File: src/rtl/nrzi_pkg.sv
// ---------------------------------------------------------------------------
// nrzi_pkg
// Shared defaults and width helpers for the NRZI receive decoder.
//   DATA_W_DEF      default assembled word width
//   IDLE_LEVEL_DEF  line level assumed before the first sample
//   STUFF_LEN_DEF   run of decoded 1s after which a stuffed 0 is expected
//   cntWidth()      bits needed to hold the values 0..maxVal (at least 1)
// ---------------------------------------------------------------------------
package nrzi_pkg;

    localparam int   DATA_W_DEF     = 8;
    localparam logic IDLE_LEVEL_DEF = 1'b1;
    localparam int   STUFF_LEN_DEF  = 6;

    function automatic int cntWidth(input int maxVal);
        int w;
        w = $clog2(maxVal + 1);
        return (w < 1) ? 1 : w;
    endfunction

endpackage

File: src/rtl/nrzi_bit_decoder.sv
// ---------------------------------------------------------------------------
// nrzi_bit_decoder
// Holds the previous line level and turns each qualified line sample into a
// decoded bit. A transition decodes to 0 and a steady level decodes to 1.
// Ports:
//   i_clk       rising-edge clock
//   i_rst       synchronous active-high reset (previous level -> IDLE_LEVEL)
//   i_line_in   sampled line level
//   i_in_valid  line sample qualifier
//   o_d         decoded bit for the current sample (combinational)
//   o_d_valid   o_d is meaningful this cycle
// ---------------------------------------------------------------------------
module nrzi_bit_decoder
    import nrzi_pkg::*;
#(
    parameter logic IDLE_LEVEL = IDLE_LEVEL_DEF
) (
    input  logic i_clk,
    input  logic i_rst,
    input  logic i_line_in,
    input  logic i_in_valid,
    output logic o_d,
    output logic o_d_valid
);

    logic r_prevLevel;

    // The previous level follows every valid sample, including samples whose
    // decoded bit is later thrown away, so the line history never breaks.
    always_ff @(posedge i_clk) begin
        if (i_rst) begin
            r_prevLevel <= IDLE_LEVEL;
        end else if (i_in_valid) begin
            r_prevLevel <= i_line_in;
        end
    end

    assign o_d       = ~(i_line_in ^ r_prevLevel);
    assign o_d_valid = i_in_valid;

endmodule

File: src/rtl/nrzi_rx_decoder.sv
// ---------------------------------------------------------------------------
// nrzi_rx_decoder
// NRZI line decoder and LSB-first byte deserializer with optional
// bit-destuffing. Build option: define NRZI_DESTUFF_EN to enable destuffing
// (drop the bit after STUFF_LEN decoded 1s, flag a 1 in that slot as an
// error). Without it every decoded bit is accepted and o_stuff_err is 0.
// Ports:
//   i_clk         rising-edge clock
//   i_rst         synchronous active-high reset, wins over everything
//   i_line_in     sampled line level, qualified by i_in_valid
//   i_in_valid    one line sample per cycle when high
//   i_sync_clr    discard partial word and stuff count (beats i_in_valid)
//   o_data_out    last completed word, bit 0 = first decoded bit
//   o_data_valid  one-cycle pulse when o_data_out is updated
//   o_stuff_err   one-cycle pulse on a stuffing violation
// ---------------------------------------------------------------------------
module nrzi_rx_decoder
    import nrzi_pkg::*;
#(
    parameter int   DATA_W     = DATA_W_DEF,
    parameter logic IDLE_LEVEL = IDLE_LEVEL_DEF,
    parameter int   STUFF_LEN  = STUFF_LEN_DEF
) (
    input  logic              i_clk,
    input  logic              i_rst,
    input  logic              i_line_in,
    input  logic              i_in_valid,
    input  logic              i_sync_clr,
    output logic [DATA_W-1:0] o_data_out,
    output logic              o_data_valid,
    output logic              o_stuff_err
);

    localparam int BIT_CNT_W = cntWidth(DATA_W - 1);

    logic                 w_d;
    logic                 w_dValid;
    logic                 w_stuffSlot;
    logic                 w_stuffViolation;
    logic                 w_accept;
    logic [DATA_W-1:0]    w_nextWord;
    logic                 w_unusedLsb;

    logic [DATA_W-1:0]    r_shreg;
    logic [BIT_CNT_W-1:0] r_bitCnt;
    logic [DATA_W-1:0]    r_dataOut;
    logic                 r_dataValid;

    nrzi_bit_decoder #(
        .IDLE_LEVEL (IDLE_LEVEL)
    ) u_bitDecoder (
        .i_clk      (i_clk),
        .i_rst      (i_rst),
        .i_line_in  (i_line_in),
        .i_in_valid (i_in_valid),
        .o_d        (w_d),
        .o_d_valid  (w_dValid)
    );

`ifdef NRZI_DESTUFF_EN
    localparam int ONES_W = cntWidth(STUFF_LEN);

    logic [ONES_W-1:0] r_onesCnt;
    logic              r_stuffErr;

    // Once STUFF_LEN ones have been seen, the next decoded bit is the stuff
    // bit: it is never shifted in, and a 1 there breaks the current word.
    assign w_stuffSlot      = (r_onesCnt == ONES_W'(STUFF_LEN));
    assign w_stuffViolation = w_dValid & ~i_sync_clr & w_stuffSlot & w_d;

    // Run-length of decoded 1s; the stuff slot always restarts the run.
    always_ff @(posedge i_clk) begin
        if (i_rst || i_sync_clr) begin
            r_onesCnt <= '0;
        end else if (w_dValid) begin
            if (w_stuffSlot || !w_d) begin
                r_onesCnt <= '0;
            end else begin
                r_onesCnt <= r_onesCnt + ONES_W'(1);
            end
        end
    end

    // Error pulse lasts one cycle; it can never coincide with data_valid
    // because a violating bit is never accepted into a word.
    always_ff @(posedge i_clk) begin
        if (i_rst) begin
            r_stuffErr <= 1'b0;
        end else begin
            r_stuffErr <= w_stuffViolation;
        end
    end

    assign o_stuff_err = r_stuffErr;
`else
    logic w_unusedCfg;

    assign w_stuffSlot      = 1'b0;
    assign w_stuffViolation = 1'b0;
    assign o_stuff_err      = 1'b0;
    assign w_unusedCfg      = ^STUFF_LEN;
`endif

    assign w_accept    = w_dValid & ~i_sync_clr & ~w_stuffSlot;
    assign w_nextWord  = {w_d, r_shreg[DATA_W-1:1]};
    assign w_unusedLsb = r_shreg[0];

    // Shifter, bit counter and output word. The word completes on the
    // DATA_W-th accepted bit; the counter wraps so the next word starts on
    // the very next accepted sample.
    always_ff @(posedge i_clk) begin
        if (i_rst) begin
            r_shreg     <= '0;
            r_bitCnt    <= '0;
            r_dataOut   <= '0;
            r_dataValid <= 1'b0;
        end else begin
            r_dataValid <= 1'b0;
            if (i_sync_clr || w_stuffViolation) begin
                r_shreg  <= '0;
                r_bitCnt <= '0;
            end else if (w_accept) begin
                r_shreg <= w_nextWord;
                if (r_bitCnt == BIT_CNT_W'(DATA_W - 1)) begin
                    r_bitCnt    <= '0;
                    r_dataOut   <= w_nextWord;
                    r_dataValid <= 1'b1;
                end else begin
                    r_bitCnt <= r_bitCnt + BIT_CNT_W'(1);
                end
            end
        end
    end

    assign o_data_out   = r_dataOut;
    assign o_data_valid = r_dataValid;

endmodule

File: config.mk
export PLATFORM = sky130hd
export DESIGN_NAME = nrzi_rx_decoder
export DESIGN_NICKNAME = d
export VERILOG_FILES = /design/src/rtl/nrzi_pkg.sv /design/src/rtl/nrzi_bit_decoder.sv /design/src/rtl/nrzi_rx_decoder.sv
export SDC_FILE = /design/constraint.sdc
export NUM_CORES = 1
export LEC_CHECK = 0
export BUFFER_PORTS_ARGS = -buffer_cell sky130_fd_sc_hd__buf_2
export CORE_MARGIN = 3
export CORE_UTILIZATION = 45
export CTS_BUF_LIST = sky130_fd_sc_hd__clkbuf_16
export DETAILED_ROUTE_END_ITERATION = 10
export GPL_TIMING_DRIVEN = 0
export HOLD_SLACK_MARGIN = 0.08
export PLACE_DENSITY = 0.76
export SLEW_MARGIN = 20
export SYNTH_ARGS = -nofsm -noshare
export SYNTH_HDL_FRONTEND = slang
export SYNTH_SLANG_ARGS = --single-unit
File: constraint.sdc
create_clock -name i_clk -period 1.11 [get_ports i_clk]
set_input_delay 0.222 -clock i_clk [delete_from_list [all_inputs] [get_ports i_clk]]
set_output_delay 0.222 -clock i_clk [all_outputs]
set_load 0.01 [all_outputs]
# Yosys cells after proc, flatten, opt, wreduce, memory -nomap -nowiden
# Index checks and enable logic that the tools add are counted.
# op_classes
add_sub_neg,1
n_bitwise,5
n_reduce_logical,3
n_mux,2
eq_ne,1
# ops
operator,count
$add 3x1->3 const B,1
$eq 3x3->1 const B,1
$mux 3,1
$not 1->1,3
$reduce_and 3->1,1
$reduce_or 3->1,1
$reduce_or 2->1,1
$and 1x1->1,1
$mux 1,1
$xor 1x1->1,1
# word_totals
output_inout_bits,10
word_cells,17
regBits,21

# Depth between registers and ports, before layout
# depth
word_depth,4
depth_mapped,5
ltp_nobuf,4

# Hierarchy
# Synthesis repeated with hierarchy kept, for this count alone.
# unflattened
hier_cells,82
area_unflattened_um2,885.8
# by_module_without_submodules
module,cells_each,instances,area_per_inst_um2,seq_area_each_um2
nrzi_rx_decoder,77,1,834.6,380.4
nrzi_bit_decoder,5,1,51.3,20.0

# Least setup slack after synthesis
# No wires, ideal clock.
# synth_path
path_kind,register -> register
startpoint,register r_bitCnt[0]
endpoint,"register r_dataOut[0], in the netlist o_data_out[0]"
setup_ns,0.119
required_time_ns,0.991
slack_ns,-0.124
period_less_slack_ns,1.234
arrival_ns,1.115
n_path_buf,1
path_stages_with_launch,6
path_cell_list,dfxtp_1 ha_1 ha_1 and3b_1 buf_4 mux2i_1
# synth_via
elab_chain_len,2
# synth_lines
item,line_no,rtl
from (decl),nrzi_rx_decoder.sv:45,logic [BIT_CNT_W-1:0] r_bitCnt;
from (signal assigned),nrzi_rx_decoder.sv:129,r_bitCnt <= r_bitCnt + BIT_CNT_W'(1);
$eq 3x3->1,nrzi_rx_decoder.sv:124,if (r_bitCnt == BIT_CNT_W'(DATA_W - 1)) begin
$reduce_and 3->1 (no source line),--,
to (signal assigned),nrzi_rx_decoder.sv:126,r_dataOut <= w_nextWord;
to (decl),nrzi_rx_decoder.sv:46,logic [DATA_W-1:0] r_dataOut;
# Every way passes these cells.
# A chain may end at the register's enable or synchronous reset.

# Final worst setup path
# layout_path
startpoint,register r_bitCnt[0]
endpoint,register r_bitCnt[0]
# layout_via
elab_chain_len,2
word_cells_on_any_way,3
# layout_lines
item,line_no
$add 3x1->3 or $eq 3x3->1 (tied branches),"nrzi_rx_decoder.sv:129, nrzi_rx_decoder.sv:124"
$mux 3 (*),nrzi_rx_decoder.sv:124
# Every way passes the cells marked *; elsewhere a longest branch is shown, timed or not.

==> impl_metrics.yaml <==
outcome:
  status: "finished with violations"
  violations: "setup timing"
hold_path:
  hp-class: "in -> reg"
  min_from: "i_line_in"
global_routing:
  grt_usage_pct: 13.4
  met2_usage_pct: 22.6
  grt_pass1_vias: 609
  grtUsageMet1_pct: 15.9
  gr-total-overflow: 0
  grt_start_max_net_pins: 12
  grt_pass1_wl_mm: 2.56
  grt_util_met3_pct: 2.67
  antenna_found_initial: 0
  top_usage_layer: "met2"
cts:
  cts-root-buf: "clkbuf_16"
  ctsHoldBuffers: 0
  cts_sinks: 20
  clockBufferDepth: 2
  clk_latency_ns: 0.25
  clk_pin_slew_worst_paths_ns: 0.06
  htreeDepth: 1
  cts_made_buffers: 3
  cts_tree: "yes"
final_layout:
  nNetsFinal: 109
  layout-drive-gt1-share_pct: 27.7
  num-fill-cells: 160
  fin_cells: 126
  area_growth_pct: 24.9
  antenna_cells: 0
  final_cell_area_mm2: 0.00110
sta:
  slew_violations: 0
  finClkSkew_ns: 0.00276
  fin_ws_ns: -0.140
  post-route-min-period_ns: 1.25
  finalSetupTns_ns: -0.676
  hold_viol: 0
  fmax_ghz: 0.800
  fin_crit_sh_pct: 113
  setup_viol: 9
  rsz0062_at_grt: "true"
synthesis:
  synth.net_count: 91
  syn_inst: 84
  synth.top_cell.area_share_pct: 45.5
  avgSynthCellArea_um2: 10.5
  ys_seq_area_share_pct: 45.5
  syn_area_um2: 880
  yosys_warnings: 0
  synth_area_leaders: "dfxtp_1 (46%), mux2i_1 (16%), nand2b_1 (12%)"
  ys_ff_latch: 20
  synth_top_cell_by_area: "dfxtp_1"
  synth_cell_types: 23
die:
  die_x_um: 50.2
  dieArea_mm2: 0.00252
  fp.coreArea_mm2: 0.00178
  die_h_um: 50.2
  num_rows: 15
  ios: 15
  start_util_pct: 49.3
setup_path:
  critPathCaptureType: "register"
  r2r_start: "r_bitCnt[0]"
  setup.worst_path.start_class: "register"
  cp_max_fo: 4
  required_ns: 1.29
  crit_start: "r_bitCnt[0]"
  critical_path_class: "reg -> reg"
  crit_arrival_ns: 1.43
routing:
  via_count: 596
  routed_wl_mm: 1.45
  drt_pre_antenna_iters: 4
  ant_nets: 0
  dr.first_iter.drc_count: 5
  wl_per_cell_um: 11.5
  vias_per_cell: 4.73
  drc_errors: 0
power:
  p_per_area_mw_per_mm2: 1410
  leakage_nw: 0.450
  ir_worst_vdd_v: 0.000724
  design_power_total_mw: 1.55
placement:
  dp_cells: 121
  dp_hpwl_mm: 1.06
  portBuffers: 12
  place_area_mm2: 0.00100
  routabilityCongestion: 0.712
flow_run:
  drv_cap: 0
==> timing repair <==
action	in CTS	in global routing
hold endpoints to repair	0	0
setup endpoints to repair	8	9
pin swaps	1	0
gates resized for setup	1	1
buffers inserted	1	0
==> power by group <==
group	leakage [nW]	switching (mW)	internal [mW]	total, mW
logic	0.249	0.0418	0.0439	0.0857
registers	0.162	0.00528	0.725	0.731
clock network	0.0385	0.253	0.479	0.732
total	0.450	0.300	1.25	1.55
==> synth_stat cells <==
cell type / instances
mux2i_1: 14
nand2b_1: 17
nor2b_1: 1
clkbuf_1: 1
or4b_1: 1
ha_1: 2
and2_1: 1
buf_6: 2
xor2_1: 1
and3b_1: 1
or2_1: 1
o221ai_1: 1
dfxtp_1: 20
a21oi_1: 2
buf_4: 3
a211o_1: 1
nor2_1: 7
o31ai_2: 1
nand4bb_1: 1
inv_1: 2
nand3b_1: 2
or3b_1: 1
conb_1: 1
==> layout make-up <==
class | count | area, um^2 | area share [%]
sequential | 20 | 403 | 36.7
tap | 25 | 31.3 | 2.85
clock inverter | 1 | 3.75 | 0.342
timing repair buffer | 13 | 67.6 | 6.15
buffer | 6 | 52.6 | 4.78
inverter | 2 | 7.51 | 0.683
clock buffer | 3 | 75.1 | 6.83
multi-input combinational | 56 | 458 | 41.7
==> through the flow <==
stage	setup slack [ns]	hold slack, ns	util, %
after floorplan	-0.0432	0.340	-
after global placement	-0.0815	0.452	56.2
after detailed placement	-0.144	0.459	56.2
after CTS	-0.136	0.203	61.3
after global routing	-0.186	0.221	61.6
final	-0.140	0.200	61.6
==> path summary, 6_finish.rpt <==
kind / endpoint / slack, ns / cells past startpoint
worst min register to register: o_data_out[4] / 0.47 / 2
worst max register to register: r_bitCnt[0] / -0.14 / 4
worst min-delay path: u_bitDecoder.r_prevLevel / 0.20 / 2
worst max-delay path: r_bitCnt[0] / -0.14 / 4
==> sequential cells by signal, summed over array words and instances, names as in the netlist <==
signal	cells
r_shreg	7
u_bitDecoder.r_prevLevel	1
o_data_valid	1
r_bitCnt	3
o_data_out	8
==> routing by layer <==
layer / vias to the layer above / share of wire (%)
met5: - / 0
met4: 0 / 0.90
met3: 2 / 4.0
met2: 10 / 48
met1: 272 / 47
li1: 312 / -
==> placed cells by master, fill, tap and decap left out, types with 2 or more instances in the layout <==
cell type,netlist,final
buf_4,3,3
clkbuf_16,0,3
nor2_1,7,7
ha_4,0,2
buf_6,2,3
inv_1,2,2
dfxtp_1,20,18
nand2b_1,17,17
mux2i_1,14,14
dfxtp_2,0,2
nand3b_1,2,2
buf_2,0,12
==> worst max-delay path: stages (launching register included) <==
cell	delay, ns
dfxtp_2	0.33
ha_4	0.16
ha_4	0.16
or3b_1	0.38
a21oi_2	0.15
==> cells by family after synthesis <==
group | count (synthesis) | share of synthesized area (%)
and+or+nand+nor | 33 | 23.3
DFF | 20 | 45.5
muxes | 14 | 15.9
buffers and inverters | 8 | 6.40
AOI/OAI and AO/OA | 5 | 4.55
adders and majority gates | 2 | 2.84
other | 1 | 0.426
xor gates and xnor gates | 1 | 0.996
(Power assumes the default switching activity.)
